--- config.mk ---
export PLATFORM = sky130hd
export DESIGN_NAME = chip8_keypad_scanner
export DESIGN_NICKNAME = d
export VERILOG_FILES = /design/src/rtl/chip8_keypad_pkg.sv /design/src/rtl/keypad_debouncer.sv /design/src/rtl/chip8_keypad_scanner.sv
export SDC_FILE = /design/constraint.sdc
export NUM_CORES = 1
export LEC_CHECK = 0
export ABC_CLOCK_PERIOD_IN_PS = 3200
export CORE_ASPECT_RATIO = 1.25
export CORE_MARGIN = 3
export CORE_UTILIZATION = 35
export DETAILED_ROUTE_END_ITERATION = 12
export GPL_ROUTABILITY_DRIVEN = 1
export SETUP_SLACK_MARGIN = 0.5
export SYNTH_ARGS = -nofsm -noshare
export SYNTH_HDL_FRONTEND = slang
export SYNTH_SLANG_ARGS = --single-unit
--- constraint.sdc ---
create_clock -name clk -period 3.2 [get_ports clk]
set_input_delay 0.64 -clock clk [delete_from_list [all_inputs] [get_ports clk]]
set_output_delay 0.64 -clock clk [all_outputs]
set_load 0.05 [all_outputs]
--- src/rtl/chip8_keypad_pkg.sv ---
// chip8_keypad_pkg: shared types, constants and the matrix key map for the
// CHIP-8 hex keypad scanner.
package chip8_keypad_pkg;

    // Key identifier: 0..15 is a real key, 16 means "no key"
    typedef logic [4:0] key_id_t;

    localparam key_id_t KEY_NONE = 5'd16;

    // Physical matrix position to CHIP-8 key code
    //   row 0: 1 2 3 C
    //   row 1: 4 5 6 D
    //   row 2: 7 8 9 E
    //   row 3: A 0 B F
    function automatic logic [3:0] key_at(input logic [1:0] row, input logic [1:0] col);
        logic [3:0] key;
        key = 4'h0;
        case ({row, col})
            4'b00_00: key = 4'h1;
            4'b00_01: key = 4'h2;
            4'b00_10: key = 4'h3;
            4'b00_11: key = 4'hC;
            4'b01_00: key = 4'h4;
            4'b01_01: key = 4'h5;
            4'b01_10: key = 4'h6;
            4'b01_11: key = 4'hD;
            4'b10_00: key = 4'h7;
            4'b10_01: key = 4'h8;
            4'b10_10: key = 4'h9;
            4'b10_11: key = 4'hE;
            4'b11_00: key = 4'hA;
            4'b11_01: key = 4'h0;
            4'b11_10: key = 4'hB;
            default:  key = 4'hF;
        endcase
        return key;
    endfunction

endpackage

--- src/rtl/keypad_debouncer.sv ---
// keypad_debouncer: debounce state for a single matrix key. The counter and
// stable bit only move on this key's sample cycle; rise/fall pulse in the
// same cycle as the deciding sample so the owner can register the event on
// the same edge that flips the stable bit.
module keypad_debouncer
    import chip8_keypad_pkg::*;
#(
    parameter int DEBOUNCE_SCANS = 4
) (
    input  logic clk,
    input  logic rst_n,
    input  logic sample_en,
    input  logic raw,
    output logic stable,
    output logic rise,
    output logic fall
);

    localparam int CNT_W = (DEBOUNCE_SCANS < 2) ? 1 : $clog2(DEBOUNCE_SCANS + 1);

    logic [CNT_W-1:0] cnt_q;
    logic [CNT_W-1:0] cnt_d;
    logic             stable_q;
    logic             stable_d;
    logic             flip;

    // Next-state: reset the run on agreement, count disagreement, flip on the Nth
    always_comb begin
        cnt_d    = cnt_q;
        stable_d = stable_q;
        flip     = sample_en && (raw != stable_q) && (cnt_q == CNT_W'(DEBOUNCE_SCANS - 1));
        if (sample_en) begin
            if (raw == stable_q) begin
                cnt_d = '0;
            end else if (flip) begin
                cnt_d    = '0;
                stable_d = raw;
            end else begin
                cnt_d = cnt_q + 1'b1;
            end
        end
    end

    // State registers
    always_ff @(posedge clk or negedge rst_n) begin
        if (!rst_n) begin
            cnt_q    <= '0;
            stable_q <= 1'b0;
        end else begin
            cnt_q    <= cnt_d;
            stable_q <= stable_d;
        end
    end

    assign stable = stable_q;
    assign rise   = flip & raw;
    assign fall   = flip & ~raw;

endmodule

--- src/rtl/chip8_keypad_scanner.sv ---
// chip8_keypad_scanner: scans the 4x4 hex keypad, debounces every key and
// drives the CHIP-8 core's input_keys bitmap and newest_key_down handshake.
// Build option: define KEYPAD_RELEASE_EVENT_EN to report releases instead of
// presses on newest_key_down (COSMAC VIP style Fx0A).
module chip8_keypad_scanner
    import chip8_keypad_pkg::*;
#(
    parameter int SCAN_DIV       = 1000,
    parameter int DEBOUNCE_SCANS = 4
) (
    input  logic        clk,
    input  logic        rst_n,
    output logic [3:0]  col_drive,
    input  logic [3:0]  row_sense,
    input  logic        clear_newest_key_down,
    output logic [15:0] input_keys,
    output logic [4:0]  newest_key_down
);

    localparam int DIV_W = (SCAN_DIV < 2) ? 1 : $clog2(SCAN_DIV);

    logic [3:0]       rowMeta_q;
    logic [3:0]       rowSync_q;
    logic             clrMeta_q;
    logic             clrSync_q;
    logic             clrPrev_q;
    logic [DIV_W-1:0] div_q;
    logic [1:0]       col_q;
    logic [3:0]       colDrive_q;
    key_id_t          newest_q;
    key_id_t          newest_d;

    logic             sampleTick;
    logic             clrEdge;
    logic [15:0]      stableVec;
    logic [15:0]      riseVec;
    logic [15:0]      fallVec;
    logic [15:0]      keyEvent;
    logic             unusedEdges;

    assign sampleTick = (div_q == DIV_W'(SCAN_DIV - 1));
    assign clrEdge    = clrSync_q & ~clrPrev_q;

    // Two-flop synchronisers for the rows and the clear level, plus clear edge history
    always_ff @(posedge clk or negedge rst_n) begin
        if (!rst_n) begin
            rowMeta_q <= 4'b1111;
            rowSync_q <= 4'b1111;
            clrMeta_q <= 1'b0;
            clrSync_q <= 1'b0;
            clrPrev_q <= 1'b0;
        end else begin
            rowMeta_q <= row_sense;
            rowSync_q <= rowMeta_q;
            clrMeta_q <= clear_newest_key_down;
            clrSync_q <= clrMeta_q;
            clrPrev_q <= clrSync_q;
        end
    end

    // Scan divider and column rotation; column drive is kept as its own register so the pins never glitch
    always_ff @(posedge clk or negedge rst_n) begin
        if (!rst_n) begin
            div_q      <= '0;
            col_q      <= 2'd0;
            colDrive_q <= 4'b1110;
        end else if (sampleTick) begin
            div_q      <= '0;
            col_q      <= col_q + 2'd1;
            colDrive_q <= {colDrive_q[2:0], colDrive_q[3]};
        end else begin
            div_q <= div_q + 1'b1;
        end
    end

    // One debouncer per matrix node, stored at the key code's bit position
    for (genvar r = 0; r < 4; r++) begin : g_row
        for (genvar c = 0; c < 4; c++) begin : g_col
            localparam logic [3:0] KEY = key_at(2'(r), 2'(c));
            keypad_debouncer #(
                .DEBOUNCE_SCANS(DEBOUNCE_SCANS)
            ) u_debouncer (
                .clk       (clk),
                .rst_n     (rst_n),
                .sample_en (sampleTick && (col_q == 2'(c))),
                .raw       (~rowSync_q[r]),
                .stable    (stableVec[KEY]),
                .rise      (riseVec[KEY]),
                .fall      (fallVec[KEY])
            );
        end
    end

`ifdef KEYPAD_RELEASE_EVENT_EN
    assign keyEvent    = fallVec;
    assign unusedEdges = ^riseVec;
`else
    assign keyEvent    = riseVec;
    assign unusedEdges = ^fallVec;
`endif

    // Pick the reported key: only the sampled column can change, lowest row wins, a key event beats a clear edge
    always_comb begin
        logic [3:0] keyIdx;
        newest_d = newest_q;
        keyIdx   = 4'h0;
        for (int r = 3; r >= 0; r--) begin
            keyIdx = key_at(2'(r), col_q);
            if (keyEvent[keyIdx]) begin
                newest_d = {1'b0, keyIdx};
            end
        end
        if ((newest_d == newest_q) && !(|keyEvent) && clrEdge) begin
            newest_d = KEY_NONE;
        end
    end

    // Newest-key register
    always_ff @(posedge clk or negedge rst_n) begin
        if (!rst_n) begin
            newest_q <= KEY_NONE;
        end else begin
            newest_q <= newest_d;
        end
    end

    assign col_drive       = colDrive_q;
    assign input_keys      = stableVec;
    assign newest_key_down = newest_q;

endmodule

==> key figures <==
Place
  • PortBufs: 31
  • Setup WS pre-CTS: between 0.2 and 0.3 ns
  • GP Congestion: 0.897
  • DP Wirelength: between 8 and 9 mm

Detailed routing
  • Top routing layer in use: met4
  • WL/cell: 15.3 um
  • Drt first pass iters: 4
  • DRT antenna net count: 0
  • Wire length on met2: 5.94 mm
  • Met1 WL: approximately 5.4 mm
  • Vias: ~4k
  • Met3 WL post-DR: 327 um
  • Starting DRC count in detailed routing: 205
  • DRC: 0
  • Routed WL: 11.8 mm
  • Vias per std cell: around 5.2

Synth
  • Synth Area in Simple Gates: 0.208
  • Syn_nets: approximately 580
  • Adder-cell share of the synthesized area: 0.0577
  • Top_reg_cell synth: dfrtp_1
  • Ys Warns: 0
  • Synthesized netlist cell count: ~550
  • #FFs+latches synth: 96
  • Mux share of post-synthesis cell area: 0.0187
  • Main combinational cell family by area after synthesis: simple AND/OR/NAND/NOR gates
  • Synth Cell Area: 5430 um2
  • Syn avg cell area: roughly 9.9 um2
  • Synth Area in XOR/XNOR: 0.0355
  • Compound-Gate Fraction of Synth Area: 0.173
  • Async set-reset flop share out of synthesis: 1.00
  • Sequential element share of the synthesized area: 0.446
  • Netlist cell types: 76
  • Number of flops mapped to enable cells by yosys: 0

Clock tree
  • H-tree Lvls: 3
  • Clock Path Buffers: 2
  • Clock-pin slew on the worst setup and hold paths: ~0.070 ns
  • Clk sinks: between 90 and 100
  • Later-pin clock latency in the skew report: about 0.34 ns
  • CTS tree: done
  • Root Buffer: clkbuf_16
  • Number of CTS-inserted buffers: 9
  • CTS Hold Bufs: 0

Global route
  • Grt total ovfl: 0
  • First-pass GRT wire length: around 20 mm
  • Antenna violations before repair: 0
  • Largest net degree at the start of global routing: 97
  • Gr usage total: 0.143
  • Vias in the first global route: roughly 4.0k

Critical path
  • Critical path capture point type: register
  • WP data required: ~3.5 ns
  • Setup Crit Path Kind: register to register
  • CP Launch Type: register
  • Worst EP arrival: 2.87 ns
  • Crit-path max FO: 7

Status
  • Outcome: finished clean

STA
  • Worst Skew: around 0.0074 ns
  • Relative slew slack: 0.572
  • Slew Viols, Final: 0
  • Setup violators final: 0
  • Final setup margin: between 0.5 and 0.6 ns
  • Slew of the pin with the lowest slew margin: 0.641 ns
  • RSZ-0062 raised after global routing: false
  • Final hold viol count: 0
  • Final min period: about 2.6 ns
  • Setup TNS: 0 ns
  • Tcrit/Tclk final: 0.816
  • Max Clock Freq: between 300 and 400 MHz

Floorplan
  • Core ar.: roughly 15000 um2
  • Initial core utilization: 0.360
  • Die ar.: between 15000 and 20000 um2
  • Die Span X: 117 um
  • Die height: approximately 150 um
  • # rows: 50
  • IO Pins: 32

Cells and area
  • Final net count: between 500 and 600
  • Antenna Diode Count: 0
  • Area grow syn2layout: 14.6%
  • Fraction of layout cells with a size suffix above 1: 0.127
  • Fillers: 1451

Run
  • Max Cap Viol: 0

Power and ir drop
  • VDD IR max: 0.000207 V
  • Leakage Power: 0.00278 uW
  • Total power: 2430 uW
  • Pwr Density: approximately 390 nW/um2

Min path
  • Worst min path class: primary input to async pin
==> per-layer routing <==
metal	GRT usage	vias up
met5	0	-
met4	0.0534	0
met3	0.0234	10
met2	0.242	59
met1	0.185	1952
li1	-	1962
==> cells in the final DEF (no fill, tap or decap), types with 5 or more instances in the layout <==
cell | Yosys | routed
dfstp_2 | 12 | 12
o31ai_1 | 16 | 16
mux2i_1 | 9 | 9
nor4b_1 | 5 | 5
nor2b_1 | 11 | 11
ha_1 | 25 | 20
dfrtp_1 | 84 | 82
clkdlybuf4s50_1 | 0 | 30
nand3_1 | 24 | 24
buf_4 | 19 | 6
xor2_1 | 19 | 19
nand2_1 | 56 | 54
o21ai_0 | 29 | 29
nor2_1 | 46 | 46
nor4_1 | 9 | 9
nand4_1 | 9 | 9
a21oi_1 | 7 | 7
o21a_1 | 17 | 17
nand2b_1 | 9 | 9
a21o_1 | 13 | 13
clkbuf_16 | 0 | 9
inv_1 | 26 | 24
==> Yosys cell counts, types with 2 or more instances <==
library cell	count	area share
a211o_1	2	0.0032
a21o_1	13	0.018
a21oi_1	7	0.0065
a311oi_1	2	0.0032
a31oi_1	2	0.0023
and2_1	2	0.0023
and3_1	2	0.0023
and4b_1	2	0.0037
buf_2	9	0.0083
buf_4	19	0.026
clkbuf_1	9	0.0062
dfrtp_1	84	0.39
dfstp_2	12	0.058
ha_1	25	0.058
inv_1	26	0.018
mux2i_1	9	0.017
nand2_1	56	0.039
nand2b_1	9	0.010
nand3_1	24	0.022
nand4_1	9	0.010
nand4b_1	2	0.0032
nor2_1	46	0.032
nor2b_1	11	0.013
nor3_1	3	0.0028
nor3b_1	2	0.0028
nor4_1	9	0.010
nor4b_1	5	0.0081
o2111ai_1	3	0.0048
o211ai_1	4	0.0055
o21a_1	17	0.024
o21ai_0	29	0.027
o21ai_2	2	0.0032
o22a_1	2	0.0032
o22ai_1	2	0.0023
o31ai_1	16	0.022
o41ai_1	4	0.0065
or4b_1	3	0.0055
or4b_4	4	0.010
or4bb_1	3	0.0062
xnor2_1	3	0.0048
xor2_1	19	0.031
==> power by group <==
group          leakage, uW  total, uW  internal (uW)  switching (uW)
combinational      0.00135       57.3           17.1            40.2
sequential         0.00127       1240           1220            15.0
clock             0.000150       1130            624             506
total              0.00278       2430           1870             561
==> sequential cells by signal, indices dropped and copies added (netlist names) <==
signal	cells
clrMeta_q	1
clrPrev_q	1
clrSync_q	1
col_drive	4
col_q	2
div_q	10
g_row.g_col.u_debouncer.cnt_q	48
g_row.g_col.u_debouncer.stable	16
newest_key_down	5
rowMeta_q	4
rowSync_q	4
==> worst max-delay path, stage by stage (launching register included) <==
cell and delay, ns:
dfrtp_2 0.43, clkinvlp_4 0.20, ha_4 0.36, or4bb_1 0.48, o22a_1 0.24, a311oi_4 0.29, a31oi_4 0.09, nor3b_1 0.20
a211oi_2 0.24
==> repair_timing <==
action                     CTS  global route
gates resized for setup      1            17
setup buffers                0             4
setup endpoints to repair    5            29
hold endpoints to repair     0             0
pin swaps                    0             1
==> worst paths after layout <==
path                                   startpoint                                                  to  slack (ns)  cells after the start
max in group asynchronous                   rst_n                            col_drive[1]$_DFFE_PN1N_        2.43                      2
min reg2reg                rowMeta_q[3]$_DFF_PN1_                              rowSync_q[3]$_DFF_PN1_        0.36                      0
max reg2reg                  col_q[1]$_DFFE_PN0N_                        newest_key_down[0]$_DFF_PN0_        0.59                      8
min                                         rst_n  g_row[0].g_col[3].u_debouncer.cnt_q[0]$_DFFE_PN0P_        0.33                      2
min in group clk           rowMeta_q[3]$_DFF_PN1_                              rowSync_q[3]$_DFF_PN1_        0.36                      0
max                          col_q[1]$_DFFE_PN0N_                        newest_key_down[0]$_DFF_PN0_        0.59                      8
==> kinds of logic after synthesis <==
logic type / after synthesis
multiplexers: 10
buffers and inverters: 66
AND/OR/NAND/NOR: 205
adder cells (fa/ha/maj): 25
flip-flops: 96
AO/OA/AOI/OAI: 123
XOR/XNOR: 22
==> through the flow <==
stage	hold WS, ns	instance area, um2	instances	util
2_1_floorplan	0.331	5430	547	-
3_3_place_gp	0.341	5800	749	0.385
3_5_place_dp	0.347	5800	749	0.385
4_1_cts	0.358	6110	765	0.405
5_1_grt	0.362	6220	769	0.412
6_report	0.329	6220	769	0.412
==> area by class of cell <==
cell class                 instances  area, um2  area share
clock buffer                       9        225      0.0362
clock inverter                     7       86.3      0.0139
inverter                          26        101      0.0163
multi-input combinational        385       2740       0.441
sequential                        96       2420       0.389
tap                              208        260      0.0419
timing repair buffer              38        385      0.0620
Power figures use the tool's default switching activity.
